$ cat src/rtl/ineq_sweep_ctrl_if.sv
// Host/evaluator bundle for the standard-form sweep sequencer.
// slave  = the sequencer itself, master = host plus evaluator side.
interface ineq_sweep_ctrl_if #(
    parameter int NUM_W = 4,
    parameter int OUT_W = 3
);
    logic                          start;
    logic                          abort;
    logic [OUT_W*(2**NUM_W)-1:0]   exp_table;
    logic [NUM_W-1:0]              num;
    logic [OUT_W-1:0]              out_in;
    logic                          busy;
    logic                          done;
    logic                          pass;
    logic [NUM_W:0]                err_count;
    logic                          fail_valid;
    logic [NUM_W-1:0]              first_fail_num;

    modport slave (
        input  start, abort, exp_table, out_in,
        output num, busy, done, pass, err_count, fail_valid, first_fail_num
    );

    modport master (
        output start, abort, exp_table, out_in,
        input  num, busy, done, pass, err_count, fail_valid, first_fail_num
    );
endinterface

$ cat src/rtl/ineq_sweep_ctrl.sv
// Exhaustive self-check sequencer for a combinational standard-form evaluator.
// Drives every input code, waits SETTLE cycles, samples the evaluator output
// and compares it with the expected truth table.
//
// state     | meaning
// ----------+------------------------------------------------------------
// ST_IDLE   | waiting for start; results of the last sweep are held
// ST_SETTLE | num driven, settle counter running down to 1
// ST_SAMPLE | compare out_in with the expected entry, then advance or finish
module ineq_sweep_ctrl #(
    parameter int NUM_W  = 4,
    parameter int OUT_W  = 3,
    parameter int SETTLE = 2
) (
    input  logic              clk,
    input  logic              rst_n,
    ineq_sweep_ctrl_if.slave  bus
);

    typedef enum logic [1:0] {
        ST_IDLE   = 2'd0,
        ST_SETTLE = 2'd1,
        ST_SAMPLE = 2'd2
    } state_t;

    localparam logic [3:0]       SETTLE_L = 4'(SETTLE);
    localparam logic [NUM_W-1:0] LAST_NUM = {NUM_W{1'b1}};
    localparam logic [NUM_W-1:0] NUM_ONE  = NUM_W'(1);
    localparam logic [NUM_W:0]   ERR_ONE  = (NUM_W+1)'(1);
    // With no settle time the next code is sampled on the very next edge.
    localparam state_t           ST_AFTER_LOAD = (SETTLE == 0) ? ST_SAMPLE : ST_SETTLE;

    state_t           state_q;
    logic [3:0]       cnt_q;
    logic [NUM_W-1:0] num_q;
    logic             busy_q;
    logic             done_q;
    logic             pass_q;
    logic [NUM_W:0]   err_q;
    logic             fv_q;
    logic [NUM_W-1:0] ff_q;

    logic [OUT_W-1:0] exp_sel;
    logic             mismatch;

    // Expected entry for the code currently on the evaluator input.
    assign exp_sel  = bus.exp_table[int'(num_q)*OUT_W +: OUT_W];
    assign mismatch = (bus.out_in != exp_sel);

    // Sweep sequencer: state, settle timer, code drive and result capture.
    always_ff @(posedge clk or negedge rst_n) begin
        if (!rst_n) begin
            state_q <= ST_IDLE;
            cnt_q   <= 4'd0;
            num_q   <= '0;
            busy_q  <= 1'b0;
            done_q  <= 1'b0;
            pass_q  <= 1'b0;
            err_q   <= '0;
            fv_q    <= 1'b0;
            ff_q    <= '0;
        end else begin
            done_q <= 1'b0;
            case (state_q)
                ST_IDLE: begin
                    // abort has priority: start+abort together leaves results untouched
                    if (bus.start && !bus.abort) begin
                        num_q   <= '0;
                        busy_q  <= 1'b1;
                        pass_q  <= 1'b0;
                        err_q   <= '0;
                        fv_q    <= 1'b0;
                        ff_q    <= '0;
                        cnt_q   <= SETTLE_L;
                        state_q <= ST_AFTER_LOAD;
                    end
                end

                ST_SETTLE: begin
                    if (bus.abort) begin
                        busy_q  <= 1'b0;
                        num_q   <= '0;
                        state_q <= ST_IDLE;
                    end else begin
                        cnt_q <= cnt_q - 4'd1;
                        if (cnt_q == 4'd1) begin
                            state_q <= ST_SAMPLE;
                        end
                    end
                end

                ST_SAMPLE: begin
                    if (bus.abort) begin
                        // the comparison on an aborting edge is discarded
                        busy_q  <= 1'b0;
                        num_q   <= '0;
                        state_q <= ST_IDLE;
                    end else begin
                        if (mismatch) begin
                            err_q <= err_q + ERR_ONE;
                            if (!fv_q) begin
                                fv_q <= 1'b1;
                                ff_q <= num_q;
                            end
                        end
                        if (num_q == LAST_NUM) begin
                            busy_q  <= 1'b0;
                            done_q  <= 1'b1;
                            pass_q  <= (err_q == '0) && !mismatch;
                            num_q   <= '0;
                            state_q <= ST_IDLE;
                        end else begin
                            num_q   <= num_q + NUM_ONE;
                            cnt_q   <= SETTLE_L;
                            state_q <= ST_AFTER_LOAD;
                        end
                    end
                end

                default: begin
                    state_q <= ST_IDLE;
                    busy_q  <= 1'b0;
                    num_q   <= '0;
                end
            endcase
        end
    end

    assign bus.num            = num_q;
    assign bus.busy           = busy_q;
    assign bus.done           = done_q;
    assign bus.pass           = pass_q;
    assign bus.err_count      = err_q;
    assign bus.fail_valid     = fv_q;
    assign bus.first_fail_num = ff_q;

endmodule

$ cat src/flat_wrapper.sv
// flat-port wrapper written by rule: the top's interface ports become plain ports
module ineq_sweep_ctrl_flat 
#(
    parameter int NUM_W  = 4,
    parameter int OUT_W  = 3,
    parameter int SETTLE = 2
)
  (clk, rst_n, bus_start, bus_abort, bus_exp_table, bus_out_in, bus_num, bus_busy, bus_done, bus_pass, bus_err_count, bus_fail_valid, bus_first_fail_num);
  ineq_sweep_ctrl_if #(.NUM_W(NUM_W), .OUT_W(OUT_W)) bus_i ();
  input  logic clk;
  input  logic rst_n;
  input wire logic [$bits(bus_i.start)-1:0] bus_start;
  input wire logic [$bits(bus_i.abort)-1:0] bus_abort;
  input wire logic [$bits(bus_i.exp_table)-1:0] bus_exp_table;
  input wire logic [$bits(bus_i.out_in)-1:0] bus_out_in;
  output wire logic [$bits(bus_i.num)-1:0] bus_num;
  output wire logic [$bits(bus_i.busy)-1:0] bus_busy;
  output wire logic [$bits(bus_i.done)-1:0] bus_done;
  output wire logic [$bits(bus_i.pass)-1:0] bus_pass;
  output wire logic [$bits(bus_i.err_count)-1:0] bus_err_count;
  output wire logic [$bits(bus_i.fail_valid)-1:0] bus_fail_valid;
  output wire logic [$bits(bus_i.first_fail_num)-1:0] bus_first_fail_num;
  assign bus_i.start = bus_start;
  assign bus_i.abort = bus_abort;
  assign bus_i.exp_table = bus_exp_table;
  assign bus_i.out_in = bus_out_in;
  assign bus_num = bus_i.num;
  assign bus_busy = bus_i.busy;
  assign bus_done = bus_i.done;
  assign bus_pass = bus_i.pass;
  assign bus_err_count = bus_i.err_count;
  assign bus_fail_valid = bus_i.fail_valid;
  assign bus_first_fail_num = bus_i.first_fail_num;
  ineq_sweep_ctrl #(.NUM_W(NUM_W), .OUT_W(OUT_W), .SETTLE(SETTLE)) u_core (.clk(clk), .rst_n(rst_n), .bus(bus_i));
endmodule
$ cat config.mk
export PLATFORM = sky130hd
export DESIGN_NAME = ineq_sweep_ctrl_flat
export DESIGN_NICKNAME = d
export VERILOG_FILES = /design/src/rtl/ineq_sweep_ctrl_if.sv /design/src/rtl/ineq_sweep_ctrl.sv /design/src/flat_wrapper.sv
export SDC_FILE = /design/constraint.sdc
export NUM_CORES = 1
export LEC_CHECK = 0
export BUFFER_PORTS_ARGS = -buffer_cell sky130_fd_sc_hd__buf_2
export CORE_ASPECT_RATIO = 1.4
export CORE_MARGIN = 4
export CORE_UTILIZATION = 48
export DETAILED_ROUTE_END_ITERATION = 8
export PLACE_DENSITY = 0.88
export RECOVER_POWER = 25
export SYNTH_ARGS = -nofsm -noshare
export SYNTH_HDL_FRONTEND = slang
export SYNTH_SLANG_ARGS = --single-unit
$ cat constraint.sdc
create_clock -name clk -period 2.98 [get_ports clk]
set_input_delay 0.149 -clock clk [delete_from_list [all_inputs] [get_ports clk]]
set_output_delay 0.149 -clock clk [all_outputs]
set_load 0.1 [all_outputs]
After elaboration in Yosys (flattened, before gate mapping). Index checks and enable logic that the tools add are counted.

Add/subtract/negate cells: 3. Multiply operators: 1. Divide/modulo/power cells: 0. $lt $le $gt $ge: 0. Equal/unequal tests: 15. Shift-type cells: 1. Multiplexer cells: 39. Bitwise operators: 0. Reductions and logical operators: 15.

Operators with widths (count): variable part select 48 x 32 -> 3 bit (1); 2-to-1 mux 4 bit (11); case mux 4 bit (3 select lines) (2); 2-to-1 mux 5 bit (3); 2-to-1 mux 1 bit (13); != test 2 bit (second input constant) (5); case mux 5 bit (2 select lines) (1); AND reduction 5 bit (2); 2-to-1 mux 2 bit (4); case mux 4 bit (2 select lines) (1); AND reduction 4 bit (2); multiplier 4 x 2 -> 6 bit (second input constant) (1); != test 2 x 1 -> 1 bit (second input constant) (3); != test 3 x 2 -> 1 bit (second input constant) (2); case mux 2 bit (3 select lines) (1); adder 5 x 1 -> 5 bit (second input constant) (1); logical NOT 5 bit (1); adder 4 x 1 -> 4 bit (second input constant) (1); == test 4 x 1 -> 1 bit (second input constant) (1); == test 4 bit (second input constant) (1); case mux 1 bit (2 select lines) (2); AND reduction 2 bit (2); subtractor 4 x 1 -> 4 bit (second input constant) (1); != test 3 bit (1); other kinds (9) (11).

Register bits: 23. Bits in latches: 0. Memory bits (writable): 0. ROM bits: 0. Input port bits: 55. Output and inout port bits: 17. Logic and storage cells: 83. Memories: 0.

Longest topological paths before layout. Gate-level depths: netlist of run 1.

Depth after elaboration: 8. Depth in mapped cells: 9. Gate-level depth less buffers: 7.

Least setup slack after synthesis of run 1. No wires, ideal clock.

Kind: flip-flop to flip-flop. From: register u_core.num_q[0] (netlist: u_core.bus.num[0]). To: register u_core.fv_q (netlist: u_core.bus.fail_valid). Setup time: 127 ps. Data arrival time: 3249 ps. Data required time: 2853 ps. Setup slack: -395 ps. Stages on the path, launching flop included: 8. Path buffers: 1. Clock period less this slack: 3375 ps. Cells stage by stage: dfrtp_1 -> buf_6 -> mux4_1 -> a22o_1 -> or3_4 -> a2111oi_4 -> nor2_4 -> mux2_4.

Word-level cells in the longest chain between the ends: 5.

RTL lines: start, declared (RTL line ineq_sweep_ctrl.sv:35) `logic [NUM_W-1:0] num_q;`; start signal, assigned (RTL line ineq_sweep_ctrl.sv:113) `num_q <= num_q + NUM_ONE;`; multiplier 4 x 2 -> 6 bit (RTL line ineq_sweep_ctrl.sv:47) `assign exp_sel = bus.exp_table[int'(num_q)*OUT_W +: OUT_W];`; variable part select 48 x 32 -> 3 bit (RTL line ineq_sweep_ctrl.sv:47); != test 3 bit (RTL line ineq_sweep_ctrl.sv:48) `assign mismatch = (bus.out_in != exp_sel);`; != test 2 x 1 -> 1 bit (no source line); AND reduction 4 bit (no source line); end signal, assigned (RTL line ineq_sweep_ctrl.sv:60) `fv_q <= 1'b0;`; end signal, assigned (RTL line ineq_sweep_ctrl.sv:72) `fv_q <= 1'b0;`; end signal, assigned (RTL line ineq_sweep_ctrl.sv:102) `fv_q <= 1'b1;`; end, declared (RTL line ineq_sweep_ctrl.sv:40) `logic fv_q;`.

No other way between the ends. A chain may end at the register's enable or synchronous reset.

Worst setup path after layout of run 1.
From: register u_core.num_q[1] (netlist: u_core.bus.num[1]). To: register u_core.fv_q (netlist: u_core.bus.fail_valid).

The elaborated chain is that of the path after synthesis.

==> flow_summary.ini, run 1 <==
[outcome]
status = complete, no violations

[setup_path]
path_cells = and2_0 -> a221oi_1 -> a22o_1 -> o21ai_0 -> a2111oi_4 -> buf_4 -> nor2_4 -> mux2_4
cp_num_cells = 8
crit_buf_inv = 1
worstPathArrival_ns = 2.95
crit_path_end_kind = flip-flop
cp-start-kind = flip-flop
cp_data_required_time_ns = 3.13
cp_max_fo = 14
worstSetupPathType = flip-flop to flip-flop
critical-path-top-delay-family = compound AO/OA/AOI/OAI gates
r2r_start = u_core.bus.num[1]
crit_slowest_cell = dfrtp_4
rr_worst_depth = 8
crit_path_max_incr_delay_ns = 0.58
cp-startpoint = u_core.bus.num[1]

[place]
portBuffers = 71
finalWeightedCongestion = 0.916
post-place-ws_ns = 0.192
hpwl_um = 3480
dp_cells = 274

[yosys]
synthAdderAreaFrac = 0.0369
syn-num-nets = 231
synthSimpleGateAreaFrac = 0.178
synth_compound_area_frac = 0.164
ys_ff_latch = 23
synth_top_area_share = 0.340
synthMuxAreaShare = 0.224
synth_cells = 171
syn-cell-area_sq_mm = 0.00169
synth-xor-area-share = 0.00517
synth_top_family_by_area = multiplexers
ys_seq_area_frac = 0.340
synth_area_per_cell_sq_um = 9.91
synth_warnings = 0
synth_area_leaders = dfrtp_1 (34%), mux2i_1 (8.9%), mux4_2 (6.6%), mux4_1 (4.7%), o21ai_0 (3.8%)
synth_area_leader_cell = dfrtp_1
synth_cell_type_count = 41

[power_and_ir_drop]
power.density_mw_per_mm2 = 311
leakagePower_nw = 0.984
ir_drop_uv = 313

[route]
routed_wl_um = 4350
drc = 0
drtPass1Iterations = 4
top_layer = met4
wl_met3_um = 367
final_antenna_net_count = 0
num_vias = 1611
vias_per_cell = 5.77
m1WireLength_um = 1620
drt_first_iter_violations = 91
wl_per_cell_um = 15.6
wl_met2_um = 2330

[sta]
max_freq_mhz = 357
period_minus_slack_ns = 2.80
worstMarginPinSlew_ns = 1.19
rsz0062_at_grt = false
setup_slack_ns = 0.179
slew_violations = 0
setup_viol = 0
report.final.hold_viol_count = 0
relSlewSlack = 0.210
clock-skew-final_ns = 0.00350
period_share = 0.940
setup_tns_ns = 0

[floorplanning]
io_pins = 72
die_x_um = 58.2
die_y_um = 78.3
core_sq_mm = 0.00338
row_count = 25
dieArea_sq_mm = 0.00456
start_util = 0.501

[min_path]
worstHoldPathType = input pin to flip-flop
hold_depth = 2
min_from = bus_abort

[global_routing]
antenna_found_initial = 0
globalRoute.totalOverflow = 0
grt_max_degree = 24
first_global_vias = 1665
grt_pass1_wl_um = 6970
grtUsageTotal = 0.190

[clock_tree]
clock_sinks = 23
root_buffer = clkbuf_8
clock_latency_ns = 0.26
clockBufferDepth = 2
cts_resized = 0
cts-hold-fix-buffers = 1
cts_buffers = 3
htreeDepth = 1
cts_setup_buffers = 0
clk_pin_slew_ns = 0.08
cts_tree = done

[cells_and_area]
fin_util = 0.630
drive_above_1_share = 0.385
final_nets = 300
area_growth_pct = 25.7
fin_cells = 279
n_antenna_cell = 0

[run]
drv_cap = 0
-- through the flow --
| stage | power, mW | area [sq um] | hold slack, ns |
|---|---|---|---|
| after floorplan | 0.423 | 1710 | -0.147 |
| after global placement | 0.475 | 2080 | 0.148 |
| after CTS | 0.666 | 2130 | 0.148 |
| after detailed placement | 0.479 | 2080 | 0.148 |
| after global routing | 0.693 | 2130 | 0.171 |
| final | 0.662 | 2130 | 0.153 |
-- flip-flops by register name, summed over array words and instances, names as in the netlist --
signal and cells:
u_core.bus.err_count 5, u_core.bus.first_fail_num 4, u_core.bus.num 4, u_core.cnt_q 4
u_core.state_q 2, u_core.bus.busy 1, u_core.bus.done 1, u_core.bus.fail_valid 1
u_core.bus.pass 1
-- cell usage in the layout (no fill, tap or decap), drive strengths merged, types with 2 or more instances in the layout --
cell,count
a211o,2
nand2b,3
o21ai,14
nor2b,3
nand4,3
nand3,10
a22oi,2
inv,10
nor4,3
dfrtp,23
a21oi,4
nor3,4
ha,5
a22o,6
nand2,15
mux2,3
a221oi,2
a211oi,2
mux2i,15
clkbuf,5
nor2,12
buf,72
mux4,8
o21a,2
-- worst paths after layout --
path                            slack (ns)                            to
worst max register to register        0.18         u_core.bus.fail_valid
min in group asynchronous             0.64       u_core.bus.err_count[3]
worst min-delay path                  0.15             u_core.state_q[0]
worst min register to register        0.51  u_core.bus.first_fail_num[2]
worst max-delay path                  0.18         u_core.bus.fail_valid
max in group asynchronous             1.49             u_core.bus.num[1]
-- power by group --
| group | internal, mW | total (mW) | switching, mW |
|---|---|---|---|
| logic | 0.0645 | 0.138 | 0.0733 |
| registers | 0.323 | 0.336 | 0.0130 |
| clock network | 0.0953 | 0.189 | 0.0934 |
-- metal layers --
| layer | up-vias | global-route usage |
|---|---|---|
| met5 | - | 0 |
| met2 | 69 | 0.370 |
| met1 | 764 | 0.206 |
| li1 | 773 | - |
| met3 | 5 | 0.0263 |
| met4 | 0 | 0.0487 |
-- kinds of logic (layout without fill, tap and decap cells) --
kind of cell | after synthesis | after routing
DFF | 23 | 23
xor gates and xnor gates | 1 | 1
AOI/OAI and AO/OA | 38 | 38
muxes | 26 | 26
buffers and inverters | 20 | 88
and+or+nand+nor | 58 | 58
adders and majority gates | 5 | 5
-- layout make-up --
cell class,count,area [sq um]
inverters,10,37.5
flip-flops and latches,23,588
repair buffers,74,379
clock buffers,4,45.0
fillers,286,1250
well taps,40,50.0
multi-input cells,128,1030
-- synth_stat cells (all sizes together) --
master,count
o32ai,1
nand4,3
o21a,2
a22o,6
nor3,4
dfrtp,23
nor2b,3
ha,5
clkbuf,6
or2,1
buf,4
o21ai,14
xor2,1
nand4b,1
a41oi,1
a22oi,2
a21oi,4
o32a,1
a2111oi,1
nand3,10
nand2b,3
a211oi,2
nor2,12
mux2,3
or3,1
mux4,8
nor4,3
and2,1
nor4b,1
nand2,15
a221oi,2
a211o,2
mux2i,15
inv,10
Power figures use the tool's default switching activity.
==> run 2: changes to the inputs <==
--- a/config.mk
+++ b/config.mk
@@ -8,9 +8,9 @@
 export BUFFER_PORTS_ARGS = -buffer_cell sky130_fd_sc_hd__buf_2
 export CORE_ASPECT_RATIO = 1.4
 export CORE_MARGIN = 4
-export CORE_UTILIZATION = 48
+export CORE_UTILIZATION = 30
 export DETAILED_ROUTE_END_ITERATION = 8
-export PLACE_DENSITY = 0.88
+export PLACE_DENSITY = 0.52
 export RECOVER_POWER = 25
 export SYNTH_ARGS = -nofsm -noshare
 export SYNTH_HDL_FRONTEND = slang
==> run 2 against run 1 <==
Largest power group unchanged. Final area is 1.6% higher. Power is 0.41% higher. Largest cell class unchanged. Fmax is 1.8% higher. First-iteration DRC count is 66% lower. Die area is 52% higher. Clock skew is 0.0012 ns lower. Non-clock buffer count stayed put. Final cell count is 10% higher. Global-route usage is 5.9 points lower. Worst setup slack better by 0.051 ns. Hold slack worse by 0.0033 ns.
==> flow_summary.ini, run 2 (synthesized netlist as in run 1, its figures left out) <==
[clock_tree]
cts_buffers = 3
root_buffer = clkbuf_8
clock_sinks = 23
htreeDepth = 1
clockBufferDepth = 2
clk_pin_slew_ns = 0.08
cts_tree = done
clock_latency_ns = 0.26

[global_routing]
grtUsageTotal = 0.131
first_global_vias = 1636
use_met1 = 0.157
antenna_found_initial = 0
met3_usage = 0.0187
globalRoute.totalOverflow = 0
grt_max_degree = 24
grt_most_used_layer = met2
met2_usage = 0.242
grt_pass1_wl_um = 7580

[cells_and_area]
num-fill-cells = 570
largest_reg_flops = 5
final_nets = 300
area_growth_pct = 27.8
fin_cells = 307
drive_above_1_share = 0.385
layout_commonest_cell = buf_2
layout_common_cells = buf_2 (70), dfrtp_1 (19), nand2_1 (15), mux2i_1 (15), o21ai_0 (13)
n_antenna_cell = 0
design_area_sq_mm = 0.00216

[setup_path]
regToRegEndpoint = u_core.bus.fail_valid
rr_worst_depth = 9
crit_path_end_kind = flip-flop
cp_num_cells = 9
r2r_slack_ns = 0.23
worstSetupPathType = flip-flop to flip-flop
worstPathArrival_ns = 2.90
cp_data_required_time_ns = 3.13
crit_slowest_cell = dfrtp_4
critical-path-top-delay-family = compound AO/OA/AOI/OAI gates
path_cells = buf_4 -> mux2i_1 -> a221oi_1 -> o21a_1 -> o21ai_0 -> a2111oi_4 -> buf_4 -> nor2_4 -> mux2_4
cpMostUsedCell = buf_4
crit_buf_inv = 2
cp-start-kind = flip-flop
cp_max_fo = 14
crit_path_max_incr_delay_ns = 0.58
r2r_start = u_core.bus.num[0]

[sta]
period_minus_slack_ns = 2.75
worstMarginPinSlew_ns = 1.29
slew_violations = 0
rsz0062_at_grt = false
report.final.hold_viol_count = 0
setup_viol = 0
period_share = 0.923
setup_tns_ns = 0
clock-skew-final_ns = 0.00229
relSlewSlack = 0.140
max_freq_mhz = 364

[floorplanning]
start_util = 0.309
die_y_um = 96.9
row_count = 32
core_sq_mm = 0.00549
dieArea_sq_mm = 0.00693
io_pins = 72
die_x_um = 71.5

[route]
drc = 0
drtPass1Iterations = 4
drt_first_iter_violations = 31
final_antenna_net_count = 0
routed_wl_um = 4550
vias_per_cell = 5.13
num_vias = 1574
wl_per_cell_um = 14.8

[outcome]
status = complete, no violations

[place]
finalWeightedCongestion = 0.769
portBuffers = 71
place_area_sq_mm = 0.00211
dp_cells = 302
hpwl_um = 3640

[power_and_ir_drop]
ir_drop_uv = 202
pwr-share-clk = 0.288
power_frac_seq = 0.504
p_sw_mw = 0.183
power.density_mw_per_mm2 = 307
pwr-share-comb = 0.207
swShare = 0.275
leakagePower_nw = 0.984
p_int_mw = 0.482

[run]
drv_cap = 0

[min_path]
hold_depth = 2
hold_end = u_core.state_q[0]
worstHoldPathType = input pin to flip-flop
min_from = bus_abort
## run 2: what timing repair did
item,in CTS,in global routing
buffers inserted,0,0
resized for setup,0,0
endpoints found under the setup margin,0,0
hold buffers,1,0
hold endpoints to repair,23,0
## run 2: power by group through the flow
stage / registers (mW) / logic, mW / clock network [mW]
finish: 0.335 / 0.138 / 0.192
global route: 0.338 / 0.153 / 0.211
CTS: 0.336 / 0.141 / 0.202
detailed placement: 0.342 / 0.139 / 0
global placement: 0.343 / 0.136 / 0
floorplan: 0.352 / 0.0706 / 0
## run 2: final cells by class
cell class / count / area (sq um) / share of cell area
well taps: 68 / 85.1 / 0.0393
flip-flops and latches: 23 / 588 / 0.272
inverters: 10 / 37.5 / 0.0173
repair buffers: 74 / 379 / 0.175
clock buffers: 4 / 45.0 / 0.0208
multi-input cells: 128 / 1030 / 0.476
## run 2: how the worst max path moves through the flow
stage                            end  slack [ns]              start
3_3_place_gp   u_core.bus.fail_valid        0.29  u_core.bus.num[0]
6_report       u_core.bus.fail_valid        0.23  u_core.bus.num[0]
4_1_cts        u_core.bus.fail_valid        0.20  u_core.bus.num[0]
3_5_place_dp   u_core.bus.fail_valid        0.21  u_core.bus.num[0]
5_1_grt        u_core.bus.fail_valid        0.04  u_core.bus.num[0]
2_1_floorplan  u_core.bus.fail_valid        0.04  u_core.bus.num[0]
## run 2: metal layers
metal,vias to the layer above,wire (um)
met2,54,2400
met3,4,301
li1,774,-
met5,-,0
met1,742,1820
met4,0,27
## run 2: through the flow
step                      worst slack (ns)  hold slack [ns]  total power [mW]  utilization
after floorplan                     0.0397           -0.147             0.423            -
after global placement               0.286            0.172             0.479        0.385
after detailed placement             0.211            0.169             0.481        0.385
after CTS                            0.200            0.143             0.678        0.395
after global routing                0.0449            0.150             0.702        0.395
final                                0.229            0.150             0.665        0.395
==> run 3: changes to the inputs <==
--- a/config.mk
+++ b/config.mk
@@ -5,13 +5,16 @@
 export SDC_FILE = /design/constraint.sdc
 export NUM_CORES = 1
 export LEC_CHECK = 0
+export ABC_AREA = 1
 export BUFFER_PORTS_ARGS = -buffer_cell sky130_fd_sc_hd__buf_2
 export CORE_ASPECT_RATIO = 1.4
 export CORE_MARGIN = 4
 export CORE_UTILIZATION = 30
 export DETAILED_ROUTE_END_ITERATION = 8
-export PLACE_DENSITY = 0.52
+export MAX_ROUTING_LAYER = met4
+export PLACE_DENSITY = 0.51
 export RECOVER_POWER = 25
+export REMOVE_ABC_BUFFERS = 1
 export SYNTH_ARGS = -nofsm -noshare
 export SYNTH_HDL_FRONTEND = slang
 export SYNTH_SLANG_ARGS = --single-unit
==> run 3 against run 2 <==
Flip-flop and latch count is the same. Sequential power grew 27%. Final cell count rose by 40%. Fmax is 30% higher. Register-to-register slack better by 0.64 ns. Clock-buffer cell count stayed put. Global-route usage grew 0.72 points. Hold slack improved by 0.063 ns. Wire length up 10%. Combinational power increased to 5.4 times the previous value. Synthesized area rose by 7.5%. Synthesized cell count up 68%.
==> flow_summary.ini, run 3 <==
[setup_path]
path_cells = inv_2 -> nand2_1 -> nand3_1 -> nand2_1 -> nor2_1 -> nand2_1 -> nand2_1 -> nor2_1 -> nor2_2 -> nand2_4 -> nand2_4 -> nand2_1 -> o21ai_2
worstPathArrival_ns = 2.30
cp_max_fo = 23
cp_data_required_time_ns = 3.17
cp-start-kind = flip-flop
critical-path-top-delay-family = simple AND/OR/NAND/NOR gates
crit_buf_inv = 1
worstSetupPathType = flip-flop to flip-flop
crit_path_max_incr_delay_ns = 0.54
cpMostUsedCell = nand2_1
crit_path_end_kind = flip-flop
crit_slowest_cell = dfrtp_1

[yosys]
ys.flop_type = dfrtp_1
synth_area_leaders = dfrtp_1 (32%), nand2_1 (23%), nand3_1 (8.8%), nor2_1 (6.4%), inv_1 (6.0%)
yosysMostFrequentCell = nand2_1
synth_edf_count = 0
synth_top_area_share = 0.316
synth_warnings = 0
ys_seq_area_frac = 0.316
synth_cell_type_count = 24
syn-cell-area_sq_mm = 0.00182
synth_common_cells = nand2_1 (110), nand3_1 (32), nor2_1 (31), inv_1 (29), dfrtp_1 (23)
ys_ff_latch = 23
synth_cells = 288
synth_area_leader_cell = dfrtp_1
async_flop_share = 1.00
synth_area_per_cell_sq_um = 6.33

[global_routing]
grt_most_used_layer = met2
met2_usage = 0.247
grtUsageTotal = 0.138
globalRoute.totalOverflow = 0
use_met1 = 0.168
met3_usage = 0.0120
grt_max_degree = 24
first_global_vias = 1847
grt_pass1_wl_um = 8060
antenna_found_initial = 0

[sta]
max_freq_mhz = 474
slew_violations = 0
rsz0062_at_grt = false
period_minus_slack_ns = 2.11
setup_tns_ns = 0
setup_viol = 0
worstMarginPinSlew_ns = 1.31
report.final.hold_viol_count = 0
clock-skew-final_ns = 0.00169
relSlewSlack = 0.129
period_share = 0.708

[min_path]
worstHoldPathType = input pin to flip-flop

[clock_tree]
htreeDepth = 1
cts_setup_buffers = 0
clk_pin_slew_ns = 0.08
cts_buffers = 3
clockBufferDepth = 2
clock_sinks = 23
cts-hold-fix-buffers = 1
clock_latency_ns = 0.26
cts_tree = done
root_buffer = clkbuf_8
cts_resized = 0

[floorplanning]
start_util = 0.311
row_count = 33
die_x_um = 73.9
io_pins = 72
core_sq_mm = 0.00586
dieArea_sq_mm = 0.00740
die_y_um = 100

[cells_and_area]
n_antenna_cell = 0
layout_commonest_cell = nand2_1
design_area_sq_mm = 0.00227
layout_common_cells = nand2_1 (110), buf_2 (70), nand3_1 (32)
drive_above_1_share = 0.281
largest_reg_flops = 5
area_growth_pct = 24.8
final_nets = 420
fin_cells = 429

[route]
final_antenna_net_count = 0
wl_per_cell_um = 11.7
routed_wl_um = 5020
vias_per_cell = 4.52
drt_first_iter_violations = 57
num_vias = 1941
drtPass1Iterations = 5
drc = 0

[outcome]
status = complete, no violations

[place]
finalWeightedCongestion = 0.751
portBuffers = 71
hpwl_um = 3940
place_area_sq_mm = 0.00222
dp_cells = 424

[power_and_ir_drop]
leakagePower_nw = 1.30
ir_drop_uv = 402
power.density_mw_per_mm2 = 601

[run]
drv_cap = 0
==> run 3: worst register-to-register path, stage by stage (launching register included) <==
cell	delay [ns]
dfrtp_1	0.54
inv_2	0.39
nand2_1	0.10
nand3_1	0.10
nand2_1	0.05
nor2_1	0.08
nand2_1	0.05
nand2_1	0.09
nor2_1	0.06
nor2_2	0.15
nand2_4	0.10
nand2_4	0.18
nand2_1	0.09
o21ai_2	0.06
==> run 3: where the power goes <==
| group | total (mW) | internal (mW) | switching (mW) | leakage, nW |
|---|---|---|---|---|
| Sequential | 0.427 | 0.372 | 0.0553 | 0.311 |
| Clock | 0.194 | 0.0953 | 0.0985 | 0.0228 |
| Combinational | 0.746 | 0.199 | 0.547 | 0.967 |
==> run 3: logic make-up (layout without fill, tap and decap cells) <==
| family | after synthesis | in the layout | synth area share |
|---|---|---|---|
| XOR/XNOR | 3 | 3 | 0.0144 |
| adder cells (fa/ha/maj) | 5 | 5 | 0.0343 |
| flip-flops | 23 | 23 | 0.316 |
| buffers and inverters | 44 | 115 | 0.108 |
| AND/OR/NAND/NOR | 192 | 192 | 0.457 |
| AO/OA/AOI/OAI | 21 | 21 | 0.0700 |
==> run 3: area by class of cell <==
| type | count | area, sq um |
|---|---|---|
| Timing Repair Buffer | 73 | 372 |
| Fill cell | 660 | 3590 |
| Inverter | 38 | 144 |
| Multi-Input combinational cell | 221 | 1050 |
| Tap cell | 70 | 87.6 |
| Sequential cell | 23 | 576 |
| Clock buffer | 4 | 45.0 |
==> run 3: final timing paths <==
kind / cells after the start / from / slack [ns] / endpoint
min reg2reg: 2 / u_core.bus.first_fail_num[1] / 0.48 / u_core.bus.first_fail_num[1]
max reg2reg: 13 / u_core.bus.num[0] / 0.87 / u_core.bus.err_count[4]
max in group asynchronous: 2 / rst_n / 1.51 / u_core.bus.num[2]
max: 13 / u_core.bus.num[0] / 0.87 / u_core.bus.err_count[4]
min in group asynchronous: 2 / rst_n / 0.70 / u_core.bus.err_count[2]
min: 4 / bus_abort / 0.21 / u_core.state_q[1]
==> run 3: through the flow <==
step / worst slack (ns) / util / total power [mW] / hold slack [ns]
final: 0.870 / 0.388 / 1.37 / 0.213
after detailed placement: 0.855 / 0.379 / 1.19 / 0.166
after global placement: 0.868 / 0.379 / 1.19 / 0.167
after floorplan: 0.117 / - / 1.00 / -0.147
after global routing: 0.627 / 0.388 / 1.49 / 0.237
after CTS: 0.836 / 0.388 / 1.39 / 0.201
==> run 3: per-layer routing <==
| layer | routed length (um) | share of wire |
|---|---|---|
| met1 | 2150 | 0.43 |
| met2 | 2540 | 0.51 |
| met3 | 309 | 0.062 |
| met4 | 23 | 0.0046 |
| met5 | 0 | 0 |
